## src/rtl/channelizer_pkg.sv

```systemverilog
// Shared widths, FSM state and bin-window helper for the channelizer return path.
package channelizer_pkg;

  localparam int unsigned DATA_W = 32;
  localparam int unsigned BIN_W  = 12;
  localparam int unsigned CNT_W  = 8;
  localparam int unsigned FCNT_W = 16;

  typedef enum logic {
    SYNC = 1'b0,
    RUN  = 1'b1
  } state_t;

  typedef struct packed {
    logic [DATA_W-1:0] data;
    logic [BIN_W-1:0]  bin;
    logic              last;
    logic              eob;
  } beat_t;

  // Window test with modular wrap, so a window may straddle bin 2^BIN_W-1 -> 0.
  function automatic logic bin_in_window(input logic [BIN_W-1:0] bin,
                                         input logic [BIN_W-1:0] start,
                                         input logic [BIN_W-1:0] num);
    logic [BIN_W-1:0] offset;
    offset = bin - start;
    return offset < num;
  endfunction

endpackage

```

## src/rtl/axis_out_reg.sv

```systemverilog
// Single-entry AXI-Stream output register; payload is frozen while valid && !ready.
module axis_out_reg
  import channelizer_pkg::*;
(
  input  logic  clk,
  input  logic  reset_n,
  input  logic  push,
  input  beat_t beat_in,
  output logic  valid,
  input  logic  ready,
  output beat_t beat_out
);

  // Caller only pushes when the register is empty or draining this cycle.
  always_ff @(posedge clk or negedge reset_n) begin
    if (!reset_n) begin
      valid    <= 1'b0;
      beat_out <= '0;
    end else if (push) begin
      valid    <= 1'b1;
      beat_out <= beat_in;
    end else if (ready) begin
      valid    <= 1'b0;
    end
  end

endmodule

```

## src/rtl/channel_bin_selector.sv

```systemverilog
// Forwards a configurable bin window of each channelizer frame and groups
// non-empty frames into packets, tagging a requested packet end with EOB.
module channel_bin_selector
  import channelizer_pkg::*;
(
  input  logic              clk,
  input  logic              reset_n,
  input  logic [BIN_W-1:0]  cfg_start_bin,
  input  logic [BIN_W-1:0]  cfg_num_bins,
  input  logic [CNT_W-1:0]  cfg_frames_per_pkt,
  input  logic              eob_req,
  input  logic [DATA_W-1:0] s_axis_tdata,
  input  logic [BIN_W-1:0]  s_axis_tuser,
  input  logic              s_axis_tlast,
  input  logic              s_axis_tvalid,
  output logic              s_axis_tready,
  output logic [DATA_W-1:0] m_axis_tdata,
  output logic [BIN_W-1:0]  m_axis_tuser,
  output logic              m_axis_tlast,
  output logic              m_axis_tvalid,
  input  logic              m_axis_tready,
  output logic              eob_tag,
  output logic [FCNT_W-1:0] frame_cnt
);

  state_t            state_q, state_d;
  logic              first_q;
  logic [BIN_W-1:0]  start_q, num_q;
  logic [CNT_W-1:0]  fpp_q, fip_q;
  logic              hold_v_q, hold_final_q, hold_last_q;
  logic [DATA_W-1:0] hold_data_q;
  logic [BIN_W-1:0]  hold_bin_q;
  logic              eob_q;

  logic              out_valid;
  beat_t             out_beat, push_beat;
  logic              push;

  logic              s_fire, m_fire, in_run, out_free;
  logic [BIN_W-1:0]  eff_start, eff_num;
  logic [CNT_W-1:0]  eff_fpp, fpp_min1;
  logic [CNT_W:0]    fip_inc;
  logic              sel, pkt_end, frame_end, frame_has_sel, eob_clear;

  assign s_fire    = s_axis_tvalid && s_axis_tready;
  assign m_fire    = out_valid && m_axis_tready;
  assign out_free  = !out_valid || m_axis_tready;
  assign in_run    = (state_q == RUN);

  // Config in force for this beat: live inputs on a frame's first beat, latched copy after.
  assign eff_start = first_q ? cfg_start_bin      : start_q;
  assign eff_num   = first_q ? cfg_num_bins       : num_q;
  assign eff_fpp   = first_q ? cfg_frames_per_pkt : fpp_q;
  assign fpp_min1  = (eff_fpp == '0) ? CNT_W'(1) : eff_fpp;

  assign sel           = in_run && bin_in_window(s_axis_tuser, eff_start, eff_num);
  assign frame_end     = s_fire && s_axis_tlast && in_run;
  assign frame_has_sel = sel || (hold_v_q && !hold_final_q);
  assign fip_inc       = {1'b0, fip_q} + (CNT_W+1)'(1);
  assign pkt_end       = fip_inc >= {1'b0, fpp_min1};
  assign eob_clear     = m_fire && out_beat.last && out_beat.eob;

  // A held beat leaves when it is a frame's final beat or when the input displaces it.
  assign push = hold_v_q && out_free &&
                (hold_final_q || (s_fire && in_run && (sel || s_axis_tlast)));

  always_comb begin
    push_beat      = '0;
    push_beat.data = hold_data_q;
    push_beat.bin  = hold_bin_q;
    if (hold_final_q)
      push_beat.last = hold_last_q;
    else if (frame_end && !sel)
      push_beat.last = pkt_end;
    push_beat.eob  = push_beat.last && eob_q && !eob_clear;
  end

  always_ff @(posedge clk or negedge reset_n) begin
    if (!reset_n) state_q <= SYNC;
    else          state_q <= state_d;
  end

  always_comb begin
    state_d = state_q;
    if (state_q == SYNC && s_fire && s_axis_tlast) state_d = RUN;
  end

  always_comb begin
    s_axis_tready = 1'b0;
    if (reset_n) begin
      case (state_q)
        SYNC:    s_axis_tready = 1'b1;
        RUN:     s_axis_tready = !(hold_v_q && !out_free);
        default: s_axis_tready = 1'b0;
      endcase
    end
  end

  // Hold slot, config latch, packet and frame counters, sticky EOB flag.
  always_ff @(posedge clk or negedge reset_n) begin
    if (!reset_n) begin
      first_q      <= 1'b1;
      start_q      <= '0;
      num_q        <= '0;
      fpp_q        <= '0;
      fip_q        <= '0;
      hold_v_q     <= 1'b0;
      hold_final_q <= 1'b0;
      hold_last_q  <= 1'b0;
      hold_data_q  <= '0;
      hold_bin_q   <= '0;
      eob_q        <= 1'b0;
      frame_cnt    <= '0;
    end else begin
      if (s_fire) first_q <= s_axis_tlast;
      if (s_fire && first_q) begin
        start_q <= cfg_start_bin;
        num_q   <= cfg_num_bins;
        fpp_q   <= cfg_frames_per_pkt;
      end
      if (s_fire && sel) begin
        hold_v_q     <= 1'b1;
        hold_final_q <= s_axis_tlast;
        hold_last_q  <= s_axis_tlast && pkt_end;
        hold_data_q  <= s_axis_tdata;
        hold_bin_q   <= s_axis_tuser;
      end else if (push) begin
        hold_v_q     <= 1'b0;
        hold_final_q <= 1'b0;
      end
      if (frame_end && frame_has_sel)
        fip_q <= pkt_end ? '0 : fip_inc[CNT_W-1:0];
      eob_q <= eob_req || (eob_q && !eob_clear);
      if (s_fire && s_axis_tlast) frame_cnt <= frame_cnt + FCNT_W'(1);
    end
  end

  axis_out_reg u_out_reg (
    .clk      (clk),
    .reset_n  (reset_n),
    .push     (push),
    .beat_in  (push_beat),
    .valid    (out_valid),
    .ready    (m_axis_tready),
    .beat_out (out_beat)
  );

  assign m_axis_tvalid = out_valid;
  assign m_axis_tdata  = out_beat.data;
  assign m_axis_tuser  = out_beat.bin;
  assign m_axis_tlast  = out_beat.last;
  assign eob_tag       = out_beat.eob;

endmodule

```

## config.mk

```make
export PLATFORM = sky130hd
export DESIGN_NAME = channel_bin_selector
export DESIGN_NICKNAME = d
export VERILOG_FILES = /design/src/rtl/channelizer_pkg.sv /design/src/rtl/axis_out_reg.sv /design/src/rtl/channel_bin_selector.sv
export SDC_FILE = /design/constraint.sdc
export NUM_CORES = 1
export LEC_CHECK = 0
export CAP_MARGIN = 5
export CORE_MARGIN = 8
export CORE_UTILIZATION = 42
export DETAILED_ROUTE_END_ITERATION = 10
export PLACE_DENSITY_LB_ADDON = 0.25
export RECOVER_POWER = 50
export SLEW_MARGIN = 15
export SYNTH_ARGS = -nofsm -noshare
export SYNTH_HDL_FRONTEND = slang
export SYNTH_SLANG_ARGS = --single-unit
```

## constraint.sdc

```tcl
create_clock -name clk -period 8.05 [get_ports clk]
set_input_delay 1.2075 -clock clk [delete_from_list [all_inputs] [get_ports clk]]
set_output_delay 1.2075 -clock clk [all_outputs]
set_load 0.05 [all_outputs]
```

---- After elaboration in Yosys (flattened, before gate mapping) ----
Index checks and enable logic that the tools add are counted.
cells by class
  bitwise logic cells ..................... 1
  add/subtract/negate cells ............... 3
  muxes and demuxes ....................... 14
  reductions and logical operators ........ 37
  magnitude comparators ................... 2
operators by type and width
  operator                                        count
  two-way mux 12 bit                              2
  two-way mux 8 bit                               3
  logical AND 1 bit                               23
  adder 16 x 1 -> 16 bit (second input constant)  1
  < comparator 12 bit                             1
  subtractor 12 bit                               1
  adder 8 x 1 -> 9 bit (second input constant)    1
  >= comparator 9 x 8 -> 1 bit                    1
  logical NOT 8 bit                               1
  two-way mux 1 bit                               8
  logical NOT 1 bit                               6
  logical OR 1 bit                                5
  nonzero test 2 bit                              2
  one-hot mux 1 bit (2 select lines)              1
  inverter 1 bit                                  1
storage, ports and cells
  output and inout port bits .............. 64
  word-level logic and storage cells ...... 75
  register bits after elaboration ......... 153

---- Depth between registers and ports, before layout ----
Gate-level depths: netlist of the first run.
  depth after elaboration ................. 15
  mapped depth ............................ 21
  mapped depth without buffers ............ 17

---- Modules after synthesis ----
From an unflattened synthesis of the first run, not the netlist that was laid out.
second synthesis, totals
  cells, all modules ...................... 555
  area total of the unflattened synthesis .. 7404.6 sq um
by module, submodules not included
  module                instances  seq. area each (sq um)  area an instance (sq um)  cells each
  channel_bin_selector  1          2653.8                  5540.3                    455
  axis_out_reg          1          1176.1                  1864.3                    100

---- Worst setup path after synthesis of the first run ----
OpenSTA, ideal clock, no wires.
  path type ............................... register to register
  start point ............................. register first_q
  end point ............................... register u_out_reg.beat_out[15] in the netlist's numbering
  clock period less this slack ............ 5.817 ns
  data arrival time ....................... 5.692 ns
  path slack .............................. 2.233 ns
  path buffers ............................ 5
  stages on the path, launching flop included .. 21
  data required time ...................... 7.925 ns
  path through ............................ dfstp_2 -> buf_4 -> buf_1 -> buf_1 -> mux2i_1 -> fa_1 -> a21o_1 -> a21oi_1 -> o21ai_0 -> o41ai_2 -> or4b_2 -> o211ai_1 -> ha_1 -> o21ai_0 -> nor2_1 -> or3_4 -> a211o_1 -> buf_6 -> o21ai_4 -> buf_12 -> mux2_4
between the ends
  word-level cells in the longest chain between the ends .. 8
  elaborated cells between the ends (all ways) .. 9
  classes of those cells .................. add/sub: 1; order compare: 1; mux: 2; reduce/logical: 5
RTL lines
  element                   line                         RTL
  start: declaration        channel_bin_selector.sv:27   logic first_q;
  start signal: assignment  channel_bin_selector.sv:115  if (s_fire) first_q <= s_axis_tlast;
  two-way mux 12 bit        channel_bin_selector.sv:51   assign eff_start = first_q ? cfg_start_bin : start_q;
  subtractor 12 bit         channelizer_pkg.sv:26        offset = bin - start;
  < comparator 12 bit *     channelizer_pkg.sv:27        return offset < num;
  logical AND 1 bit *       channel_bin_selector.sv:56   assign sel = in_run && bin_in_window(s_axis_tuser, eff_start, eff_num);
  logical OR 1 bit *        channel_bin_selector.sv:65   (hold_final_q || (s_fire && in_run && (sel || s_axis_tlast)));
  logical AND 1 bit *       channel_bin_selector.sv:65
  logical OR 1 bit *        channel_bin_selector.sv:65
  logical AND 1 bit *       channel_bin_selector.sv:64   assign push = hold_v_q && out_free &&
  end signal: assignment    axis_out_reg.sv:21           beat_out <= beat_in;
  end: declaration          axis_out_reg.sv:11           output beat_t beat_out
Mark *: on every way between the ends. The rest lies on a longest branch, timed or not.
A chain may end at the register's enable or synchronous reset.

---- Worst setup path after layout of the first run ----
  start point ............................. input port cfg_start_bin[0]
  end point ............................... register u_out_reg.beat_out[14] in the netlist's numbering
between the ends
  word-level cells in the longest chain between the ends .. 8
RTL lines
  element              line                        RTL
  start: declaration   channel_bin_selector.sv:8   input logic [BIN_W-1:0] cfg_start_bin,
  two-way mux 12 bit   channel_bin_selector.sv:51
  subtractor 12 bit    channelizer_pkg.sv:26
  < comparator 12 bit  channelizer_pkg.sv:27
  logical AND 1 bit    channel_bin_selector.sv:56
  logical OR 1 bit     channel_bin_selector.sv:65
  logical AND 1 bit    channel_bin_selector.sv:65
  logical OR 1 bit     channel_bin_selector.sv:65
  logical AND 1 bit    channel_bin_selector.sv:64
Every way passes these cells.

==> results.md, run 1 <==
* Slew of the pin with the lowest slew margin at roughly 4 ns
* Fin crit share at 76.7%
* Routability cong. at 0.784
* Routed Antenna Nets at 0
* Synth-to-Final Area Change at 30.1%
* Leakage at around 4.3 nW
* Vias at 4973
* Total setup buffers inserted after CTS at 0
* Total negative slack at 0 ns
* First-pass GRT wire length at 27600 microns
* Endpoints failing hold at 0
* Syn_nets at slightly below 700
* Clk_skew at 0.00814 ns
* IO Port Bufs at between 100 and 150
* Number of synthesized flops with an enable pin at 0
* Critical Path End Type: flop
* Post-cts hold buffer count at 0
* TritonCTS clock tree: done
* Clk buf depth at 2
* Io pins at 146
* Initial core utilization at a little over two fifths
* Top FF cell, synth: dfrtp_1
* Vias in the first global route at around 5300
* WL/cell at 17.6 microns
* Area share of the leading cell type in the synthesized netlist at 50.7%
* Failing checks: max-capacitance violations, max-slew violations
* Crit Path Max Fanout at 35
* CTS H-Tree Depth at 4
* Clk sinks at 153
* Total track usage at 15.6%
* Syn Inst Count at 565
* Cts repair resizes at 0
* Final setup vio count at 0
* Outcome: finished, violations left
* M3 GR Usage at about 4.5%
* CTS buffer count at 17
* Share of cells above drive strength 1 at 22.8%
* Avg Cell Area, Syn at 13.3 sq um
* Die area at between 20000 and 25000 sq um
* Nets at 834
* Initial antenna violation count at 2
* Routed wire length at ~17000 microns
* Distinct cells, synth at 57
* Core ar. at 17800 sq um
* Setup repair after global routing missed its margin: no
* Root Buffer: clkbuf_16
* Seq/Total Area, Yosys at 51.0%
* Async SR Flop Fraction at between 90% and 100%
* CP startpoint kind: input port
* Largest cells by area after synthesis: dfrtp_1, mux2_2, mux2_4
* Top-count cell post-synth: dfrtp_1
* Met2 Usage GRT at 25.4%
* Pin count of the biggest net entering global routing at 84
* Reg clk slew, reported paths at 0.07 ns
* Crit path kind: in2reg
* CP arrival at 6.47 ns
* Hold Crit Class: reg2reg
* GR peak layer: met2
* Synth top cells by count: dfrtp_1, mux2_2, mux2i_1
* Rel. slew slack at -163%
* Drt via density at 5.17
* Max-cap violations at 2
* Met1 global-route usage at 19.7%
* CP required at between 8 and 9 ns
* Maximum vdd drop at 0.254 mV
* DR iter-0 viols at about 210
* Detailed Routing Iterations Pass 1 at 4
* Period minus WS final at just over 6 ns
* Slew Viols, Final at 108
* Synthesis-stage register bit count at ~150
* Dpl hpwl at 12500 microns
* Clk Latency, worst-skew pair at 0.42 ns
* Die Width at 150 microns
* FP Rows at 49
* Area leader, netlist: dfrtp_1
* Final global-route overflow total at 0
* Max Fclk at around 0.16 GHz
* Final core utilization at 54.9%
* Pwr dens at around 440 nW/um^2
* Count of warnings emitted by yosys at 0
* Cell Area, Synth at ~7500 sq um
* Residual DRC at 0
* Die height at 150 microns
==> state kept, by name, summed over array words and instances (netlist names) <==
name and flops:
frame_cnt 16, eob_q 1, fip_q 8, u_out_reg.beat_out 46
start_q 12, num_q 12, u_out_reg.valid 1, first_q 1
hold_bin_q 12, in_run 1, hold_data_q 32, fpp_q 8
hold_v_q 1, hold_last_q 1, hold_final_q 1
==> layout make-up <==
type | count | area [sq um]
diodes | 1 | 2.50
clock buffers | 17 | 425
clock inverters | 15 | 178
fillers | 1509 | 8020
inverters | 11 | 41.3
multi-input cells | 384 | 3510
flip-flops and latches | 153 | 3830
well taps | 229 | 287
repair buffers | 151 | 1490
==> layout by cell type (no fill, tap or decap), types with 5 or more instances in the layout <==
| cell | netlist | final |
|---|---|---|
| a21oi_1 | 9 | 9 |
| and3_1 | 10 | 10 |
| clkbuf_16 | 0 | 17 |
| clkdlybuf4s50_1 | 0 | 143 |
| dfrtp_1 | 152 | 152 |
| ha_1 | 33 | 33 |
| inv_1 | 11 | 11 |
| inv_8 | 0 | 5 |
| mux2_2 | 89 | 89 |
| mux2_4 | 30 | 30 |
| mux2i_1 | 36 | 36 |
| nand2_1 | 35 | 35 |
| nand2b_1 | 6 | 6 |
| nand3_1 | 13 | 13 |
| nand4_1 | 11 | 11 |
| nor2_1 | 14 | 14 |
| o211ai_1 | 5 | 5 |
| o21ai_0 | 9 | 9 |
| xnor2_1 | 18 | 18 |
| xor2_1 | 11 | 11 |
==> metal layers <==
| layer | wire [microns] | up-vias | share of wire (%) |
|---|---|---|---|
| met5 | 13 | - | 0.077 |
| met4 | 192 | 2 | 1.1 |
| met3 | 921 | 17 | 5.4 |
| met2 | 8200 | 115 | 48 |
| met1 | 7580 | 2463 | 45 |
| li1 | - | 2376 | - |
==> report_power, final <==
group	leakage [nW]	switching [W]	internal, W
Sequential	1.86	0.000210	0.00112
Clock	0.290	0.000362	0.000446
Combinational	2.12	0.00114	0.000978
==> critical path, stage by stage <==
cell,delay (ns)
clkdlybuf4s50_1,0.47
mux2_2,0.15
ha_1,0.15
inv_1,0.05
fa_1,0.41
a21o_1,0.18
a21oi_1,0.20
o21ai_0,0.18
o41ai_2,0.36
or4b_2,0.62
o211ai_1,0.12
ha_1,0.26
o21ai_0,0.15
nor2_1,0.06
or3_4,0.36
a211o_1,0.40
o21ai_4,0.17
buf_4,0.54
mux2_2,0.40
==> cell families (layout without fill, tap and decap cells) <==
group | after synthesis | in the layout | share of synthesized area, %
xor gates and xnor gates | 29 | 29 | 3.38
muxes | 155 | 155 | 24.2
and+or+nand+nor | 106 | 106 | 7.12
adders and majority gates | 34 | 34 | 5.77
DFF | 153 | 153 | 51.0
AOI/OAI and AO/OA | 60 | 60 | 6.27
other | 0 | 1 | 0
buffers and inverters | 28 | 194 | 2.28
==> stage by stage <==
stage                     total power, W  setup slack (ns)  instances  cell area [sq um]  hold slack [ns]
final                            0.00425              1.88        961               9760            0.476
after CTS                        0.00431              1.85        960               9770            0.475
after global routing             0.00454              1.60        961               9760            0.501
after floorplan                  0.00290              2.23        565               7510            0.440
after global placement           0.00341              1.50        928               9170            0.458
after detailed placement         0.00348              1.42        928               9170            0.462
==> path summary, 6_finish.rpt <==
check / to / slack (ns) / cells after the start / start
worst min-delay path: frame_cnt[15]$_DFFE_PN0P_ / 0.48 / 1 / frame_cnt[15]$_DFFE_PN0P_
max in group asynchronous: hold_data_q[23]$_DFFE_PN0P_ / 3.01 / 2 / reset_n
worst max-delay path: u_out_reg.beat_out[14]$_DFFE_PN0P_ / 1.88 / 19 / cfg_start_bin[0]
min in group asynchronous: fpp_q[1]$_DFFE_PN0P_ / 0.79 / 1 / reset_n
worst min register to register: frame_cnt[15]$_DFFE_PN0P_ / 0.48 / 1 / frame_cnt[15]$_DFFE_PN0P_
worst max register to register: u_out_reg.beat_out[14]$_DFFE_PN0P_ / 2.31 / 18 / first_q$_DFFE_PN1P_
Power figures use the tool's default switching activity.
==> inputs of run 2 (changes only) <==
- clock period: 8.05 -> 5.45 ns (I/O delays scaled with it)
==> results.md, run 2 (synthesis results as in run 1) <==
* Commonest non-fill, non-tap cell in the layout: dfrtp_1
* CP arrival at 5.46 ns (-1.01 ns)
* First-pass GRT wire length at 28400 microns (+2.8%)
* R2R Setup Slk at 0.46 ns (-1.85 ns)
* Outcome: finished, violations left
* Synth-to-Final Area Change at 33.1%
* Endpoints failing hold at 0 (unchanged)
* Pwr dens at 645 nW/um^2 (+48%)
* Crit path kind: in2reg
* Clk Latency, worst-skew pair at 0.42 ns (about the same)
* Clk_skew at 0.00923 ns (+0.00108 ns)
* Largest registers: u_out_reg.beat_out x46, hold_data_q x32, frame_cnt x16
* Commonest cells after routing, fill and taps aside: dfrtp_1, clkdlybuf4s50_1, mux2_2
* Antenna Cells at 0 (-1)
* CP required at 5.76 ns (-2.59 ns)
* Reg clk slew, reported paths at 0.07 ns (about the same)
* Max-cap violations at 2 (unchanged)
* Slew of the pin with the lowest slew margin at 3.54 ns (-0.402 ns)
* Leakage at 4.38 nW (+2.8%)
* Critical Path End Type: flop
* Crit Path Max Fanout at 18 (-49%)
* Io pins at 146 (unchanged)
* Slew Viols, Final at 102 (-5.6%)
* Cell chain of the critical path: clkdlybuf4s50_1, inv_1, ha_1, inv_1, fa_2, a21o_1, a21oi_2, o21ai_1, o41ai_2, or4b_2, o211ai_1, ha_1, o21ai_1, nor2_1, or3_4, buf_4, a211oi_4, buf_12, clkbuf_16, mux2_2
* Final-layout fill cell count at 1455 (-3.6%)
* Final setup vio count at 0 (unchanged)
* Worst setup margin at 0.295 ns (-1.58 ns)
* Number of flip-flops in the largest register at 46 (unchanged)
* Die height at 150 microns (unchanged)
* IO Port Bufs at 145 (unchanged)
* Clk buf depth at 2 (unchanged)
* FP Rows at 49 (unchanged)
* Die Width at 150 microns (unchanged)
* Routability cong. at 0.803 (+2.5%)
* Total track usage at 16.0% (+0.37 points)
* Rel. slew slack at -136% (+27 points)
* Period minus WS final at 5.15 ns
* Worst Path Buf+Inv at 6 (+3)
* DR iter-0 viols at 163 (-21%)
* Initial core utilization at 42.2% (unchanged)
* Pin count of the biggest net entering global routing at 90 (+7.1%)
* Failing checks: max-capacitance violations, max-slew violations
* WL/cell at 18.0 microns (+2.5%)
* Clk sinks at 153 (unchanged)
* Max incr delay on CP at 0.62 ns (about the same)
* CTS buffer count at 17 (unchanged)
* Detailed Routing Iterations Pass 1 at 4 (unchanged)
* CP startpoint kind: input port
* Slowest CP cell: or4b_2
* Total power at 0.00645 W (+52%)
* Routed wire length at 17600 microns (+4.3%)
* Vias in the first global route at 5581 (+4.8%)
* Dpl hpwl at 12900 microns (+2.8%)
* Core ar. at 17800 sq um (unchanged)
* Initial antenna violation count at 0 (-2)
* Reg with most FFs: u_out_reg.beat_out
* Routed Antenna Nets at 0 (unchanged)
* Drt via density at 5.18 (+0.16%)
* Share of cells above drive strength 1 at 24.8% (+2.0 points)
* Final global-route overflow total at 0 (unchanged)
* TritonCTS clock tree: done
* Fin crit share at 94.6%
* Die area at 22400 sq um (unchanged)
* Residual DRC at 0 (unchanged)
* Root Buffer: clkbuf_16
* Vias at 5069 (+1.9%)
* Nets at 852 (+2.2%)
* Hold Crit Class: in2async
* Place WS at -0.264 ns (-1.68 ns)
* Top cell family by delay on the critical path: compound AO/OA/AOI/OAI gates
* CTS H-Tree Depth at 4 (unchanged)
* Maximum vdd drop at 0.422 mV (+66%)
* Setup repair after global routing missed its margin: no
* Max Fclk at 0.194 GHz
* Total negative slack at 0 ns (unchanged)
## run 2: changes by cell type in the layout (fill, tap and decap cells not counted), moves of 2 or more
cell	before	now
clkinv_8	2	0
o21ai_0	9	7
buf_12	0	5
dlygate4sd3_1	1	13
buf_4	4	13
clkdlybuf4s50_1	143	131
clkbuf_16	17	20
o21ai_1	1	3
## run 2: repair_timing
action | 4_1_cts | 5_1_grt
buffers inserted | 0 | 2
setup endpoints to repair | 0 | 84
hold buffers | 0 | 0
resized for setup | 0 | 4
## run 2: report_power, final
| group | switching (W) | internal (W) | total [W] |
|---|---|---|---|
| clock network | 0.000513 | 0.000648 | 0.00116 |
| registers | 0.000307 | 0.00165 | 0.00196 |
| logic | 0.00174 | 0.00159 | 0.00333 |
| total | 0.00256 | 0.00389 | 0.00645 |
## run 2: path summary, 6_finish.rpt
kind,cells past startpoint,end,from
min in group clk,2,hold_last_q$_DFFE_PN0P_,hold_last_q$_DFFE_PN0P_
setup / recovery,20,hold_data_q[0]$_DFFE_PN0P_,s_axis_tuser[0]
hold reg to reg,2,hold_last_q$_DFFE_PN0P_,hold_last_q$_DFFE_PN0P_
hold / removal,1,fpp_q[1]$_DFFE_PN0P_,reset_n
setup reg to reg,19,hold_data_q[0]$_DFFE_PN0P_,first_q$_DFFE_PN1P_
max in group asynchronous,2,num_q[0]$_DFFE_PN0P_,reset_n
## run 2: through the flow
step | hold slack [ns] | cells | area, sq um | util, %
2_1_floorplan | 0.440 | 565 | 7510 | -
3_3_place_gp | 0.461 | 941 | 9300 | 52.3
3_5_place_dp | 0.464 | 941 | 9300 | 52.3
4_1_cts | 0.477 | 973 | 9880 | 55.6
5_1_grt | 0.495 | 978 | 9990 | 56.2
6_report | 0.427 | 978 | 9990 | 56.2
## run 2: cell type report
cell class	instances	area, sq um	area share, %
Tap cell	229	287	2.87
Inverter	11	41.3	0.413
Clock buffer	17	425	4.26
Sequential cell	153	3830	38.3
Timing Repair Buffer	169	1740	17.4
Clock inverter	15	158	1.58
Multi-Input combinational cell	384	3520	35.2
## run 2: worst register-to-register path: cells and delay by family, from the launching register on
| family | cells | cell delay [ns] |
|---|---|---|
| AO/OA/AOI/OAI | 7 | 1.30 |
| AND/OR/NAND/NOR | 3 | 1.00 |
| adder cells (fa/ha/maj) | 3 | 0.78 |
| flip-flops | 1 | 0.67 |
| multiplexers | 2 | 0.56 |
| buffers and inverters | 4 | 0.56 |
## run 2: routing by layer
layer | up-vias | track usage (%) | part of all wire (%)
li1 | 2402 | - | -
met1 | 2527 | 19.3 | 43
met2 | 122 | 27.4 | 50
met3 | 18 | 4.08 | 5.5
met4 | 0 | 5.20 | 1.5
met5 | - | 0 | 0
